`src/rtl/craft_mix_columns.sv`:
```
// CRAFT MixColumns on a serial nibble stream: a 4-stage nibble buffer that shifts
// columns in/out one nibble per cycle and applies the involutory CRAFT matrix in place.
module craft_mix_columns (
    input  logic       clk,
    input  logic       rst,
    input  logic [3:0] in,
    input  logic       CM0,
    input  logic       CM1,
    output logic [3:0] out
);

    typedef enum logic [1:0] {
        OP_HOLD,
        OP_SHIFT,
        OP_MIX
    } op_e;

    // Stage 0 is the output head, stage 3 the input tail.
    logic [3:0][3:0] r_q;
    logic [3:0][3:0] r_d;
    op_e             op;

    always_comb begin
        if (!CM0) begin
            op = OP_MIX;
        end else if (CM1) begin
            op = OP_SHIFT;
        end else begin
            op = OP_HOLD;
        end
    end

    always_comb begin
        // NOTE: default assignment first so every path drives r_d and no latch is inferred.
        r_d = r_q;
        case (op)
            OP_SHIFT: begin
                r_d[0] = r_q[1];
                r_d[1] = r_q[2];
                r_d[2] = r_q[3];
                r_d[3] = in;
            end
            OP_MIX: begin
                r_d[0] = r_q[0] ^ r_q[2] ^ r_q[3];
                r_d[1] = r_q[1] ^ r_q[3];
            end
            default: ;
        endcase
    end

    always_ff @(posedge clk) begin
        // NOTE: the buffer is small state, not a RAM, so it is reset to flush any partial column.
        if (rst) begin
            r_q <= '0;
        end else begin
            // NOTE: non-blocking so all stages update from pre-edge values simultaneously.
            r_q <= r_d;
        end
    end

    assign out = r_q[0];

endmodule

```
`config.mk`:
```
export PLATFORM = sky130hd
export DESIGN_NAME = craft_mix_columns
export DESIGN_NICKNAME = d
export VERILOG_FILES = /design/src/rtl/craft_mix_columns.sv
export SDC_FILE = /design/constraint.sdc
export NUM_CORES = 1
export LEC_CHECK = 0
export ABC_AREA = 1
export CORE_MARGIN = 2
export CORE_UTILIZATION = 35
export DETAILED_ROUTE_END_ITERATION = 16
export PLACE_DENSITY = 0.57
export REMOVE_ABC_BUFFERS = 1
export SETUP_SLACK_MARGIN = 0.2
export SYNTH_ARGS = -nofsm -noshare
export SYNTH_HDL_FRONTEND = slang
export SYNTH_SLANG_ARGS = --single-unit
```
`constraint.sdc`:
```
create_clock -name clk -period 1.95 [get_ports clk]
set_input_delay 0.4875 -clock clk [delete_from_list [all_inputs] [get_ports clk]]
set_output_delay 0.4875 -clock clk [all_outputs]
set_load 0.03 [all_outputs]
```
==> metrics.log <==
[metrics] run status: complete, no violations
[metrics] largest voltage drop on the vdd net: 396 uV
[metrics] worst-path fanout max: 4
[metrics] count of placed standard cells including taps: 161
[metrics] Post-DRT Antenna Nets: 0
[metrics] Buffers & Inverters on Critical Path: 1
[metrics] capturing point of the worst reg2reg path: out[0]$_SDFFE_PP0P_
[metrics] area grow syn2layout: 14.2%
[metrics] number of placement rows: 18
[metrics] final std cells w/o fill: 165
[metrics] via/cell ratio: 4.81
[metrics] Req. time, crit path: 1460 ps
[metrics] layout filler cell count: 267
[metrics] Top-Level Pins: 12
[metrics] GR Overflow Total: 0
[metrics] worst-path cell chain: dlygate4sd2_1
[metrics] sequential-to-total area share from yosys stat: 35.8%
[metrics] WL final: 1690 um
[metrics] number of buffers on the longest clock path: 2
[metrics] depth of the most critical reg-to-reg path: 5
[metrics] Seq cells post-synth: 16
[metrics] Register-to-Register Setup Slack: 1050 ps
[metrics] number of global-route vias before repair: 758
[metrics] highest-delay cell along the critical path: dlygate4sd2_1
[metrics] worst slew margin relative to its limit: 80.3%
[metrics] largest net degree at the start of global routing: 18
[metrics] Clock Pin Slew Worst Setup and Hold Paths: 100 ps
[metrics] Worst path top cell family by delay: buffers and inverters
[metrics] proportion of total power due to net switching: 28.5%
[metrics] TritonCTS clock tree: built
[metrics] fraction of power consumed by sequential logic: 50.8%
[metrics] placeable core region: 2450 um^2
[metrics] kind of end point of the critical path: primary output
[metrics] detail-routed net length per standard cell: 10.3 um
[metrics] start of the worst register-to-register path: r_q[12]$_SDFFE_PP0N_
[metrics] timing startpoint of the critical path: out[2]$_SDFFE_PP0P_
[metrics] max-slew violation count: 0
[metrics] DIE AREA: 2980 um^2
[metrics] number of vias after detailed routing: 794
[metrics] die outline width: 54.6 um
[metrics] Die Span Y: 54.6 um
[metrics] cell count after synthesis: 126
[metrics] initial DRC count: 12
[metrics] count of unresolved DRC violations after routing: 0
[metrics] type of element launching the critical path: flop
[metrics] Crit Path Class: reg -> out
[metrics] Switch Pwr: 207 uW
[metrics] Ant. Diodes: 0
[metrics] Worst Clk Skew: 4.09 ps
[metrics] post-route setup TNS: 0 ps
[metrics] clock latency on the worst-skew pair: 290 ps
[metrics] CTS hold repair buffers: 0
[metrics] mean instance size in the synthesized netlist: 7.11 um^2
[metrics] setup violators final: 0
[metrics] Min-Delay Path Class: reg -> reg
[metrics] weighted congestion reported at the end of routability-driven placement: 0.777
[metrics] stage delay of the slowest cell on the critical path: 410 ps
[metrics] number of H-tree branching levels: 1
[metrics] combinational cell fraction of total power: 18.4%
[metrics] internal power contribution: 518 uW
[metrics] data arrival time of the critical path: 1090 ps
[metrics] unrepaired setup endpoints after global routing: no
[metrics] transition at the pin with the smallest max-transition slack: 296 ps
[metrics] summed instance area of the synthesized netlist: 896 um^2
[metrics] drt pass-1 iters: 4
[metrics] endpoints failing hold: 0
[metrics] hpwl dp: 1230 um
[metrics] Overall Power: 725 uW
[metrics] fin crit period: 1570 ps
[metrics] total number of nets in the final design: 144
[metrics] capture point of the worst path: out[2]
[metrics] share of cells above drive strength 1: 11.9%
[metrics] initial antenna violation count: 0
[metrics] buffer type at the clock tree root: clkbuf_4
[metrics] proportion of power drawn by the clock network: 30.8%
[metrics] CTS Buf Count: 3
[metrics] distinct cell type count after synthesis: 18
[metrics] effective utilization at floorplan: 36.5%
[metrics] fmax: 635 MHz
[metrics] overall global routing resource usage: 14.7%
[metrics] Final period util: 80.7%
[metrics] Worst path depth: 1
[metrics] pwr/cell area: 709 nW/um^2
[metrics] count of max-cap constraint violations: 0
[metrics] Hold WS: 545 ps
[metrics] total leakage power: 0.000425 uW
[metrics] number of buffers inserted by port buffering: 11
[metrics] synth warn: 0
[metrics] sink count of the clock tree: 16
[metrics] wire length of the first global-routing pass: 3120 um
[layer usage]
metal	track usage [%]	vias to the layer above	part of all wire [%]
met1	17.3	369	43
met3	1.64	5	2.7
li1	-	411	-
met2	25.6	9	52
met4	7.92	0	2.1
met5	0	-	0
[worst min path at each step]
stage,from,to,slack [ps],cells after the start
after CTS,r_q[15]$_SDFFE_PP0N_,r_q[15]$_SDFFE_PP0N_,550,2
after global routing,r_q[15]$_SDFFE_PP0N_,r_q[15]$_SDFFE_PP0N_,580,2
final,r_q[15]$_SDFFE_PP0N_,r_q[15]$_SDFFE_PP0N_,550,2
after floorplan,r_q[15]$_SDFFE_PP0N_,r_q[15]$_SDFFE_PP0N_,480,2
after global placement,r_q[15]$_SDFFE_PP0N_,r_q[15]$_SDFFE_PP0N_,530,2
after detailed placement,r_q[15]$_SDFFE_PP0N_,r_q[15]$_SDFFE_PP0N_,530,2
[repair_timing]
| item | CTS | global route |
|---|---|---|
| buffers inserted | 0 | 0 |
| resized for setup | 4 | 0 |
| endpoints found under the setup margin | 4 | 0 |
[through the flow]
stage / setup WS [ps] / area (um^2) / utilization, %
after floorplan: 508 / 830 / -
after global placement: 252 / 992 / 40.4
after detailed placement: 217 / 992 / 40.4
after CTS: 367 / 1020 / 41.7
after global routing: 308 / 1020 / 41.7
final: 376 / 1020 / 41.7
[power by group through the flow]
stage | Combinational [uW] | Sequential (uW) | Clock (uW)
5_1_grt | 153 | 372 | 250
2_1_floorplan | 76.0 | 384 | 0
6_report | 133 | 368 | 224
4_1_cts | 135 | 368 | 231
3_5_place_dp | 139 | 376 | 0
3_3_place_gp | 136 | 375 | 0
[synthesized netlist by cell type]
cell type  count  area (um^2)
a211oi_2       7         87.6
a21oi_1        8         40.0
a21oi_2        1         8.76
buf_2          2         10.0
buf_4          4         30.0
buf_6          1         11.3
buf_8          1         15.0
dfxtp_1       16          320
inv_1         21         78.8
inv_2          1         3.75
nand2_1       32          120
nand3_1       11         55.1
nand3b_1       1         7.51
nor2_1         7         26.3
nor2_2         1         6.26
o21ai_0        5         25.0
o21ai_1        3         15.0
xor2_1         4         35.0
[sequential cells by signal, summed over array words and instances, names as in the netlist]
name  cells
out       4
r_q      12
[area by class of cell]
cell class / instances / area (um^2) / share of cell area, %
Inverter: 22 / 82.6 / 8.07
Tap cell: 30 / 37.5 / 3.67
Multi-Input combinational cell: 80 / 427 / 41.7
Timing Repair Buffer: 13 / 120 / 11.7
Clock buffer: 4 / 36.3 / 3.55
Sequential cell: 16 / 320 / 31.3
[layout by cell type (no fill, tap or decap), drive strengths merged]
| cell | Yosys | final |
|---|---|---|
| nand2 | 32 | 32 |
| a211oi | 7 | 7 |
| dfxtp | 16 | 16 |
| nand3b | 1 | 1 |
| xor2 | 4 | 4 |
| a21oi | 9 | 9 |
| dlygate4sd2 | 0 | 4 |
| clkbuf | 0 | 4 |
| nand3 | 11 | 11 |
| inv | 22 | 22 |
| clkdlybuf4s50 | 0 | 7 |
| buf | 8 | 2 |
| o21ai | 8 | 8 |
| nor2 | 8 | 8 |
[cell families after synthesis]
family / count (synthesis) / synth area share, %
buf+inv: 30 / 16.6
xor+xnor: 4 / 3.91
simple gates: 52 / 24.0
compound gates: 24 / 19.7
flops: 16 / 35.8
No activity file was read; power rests on OpenSTA's default activity.
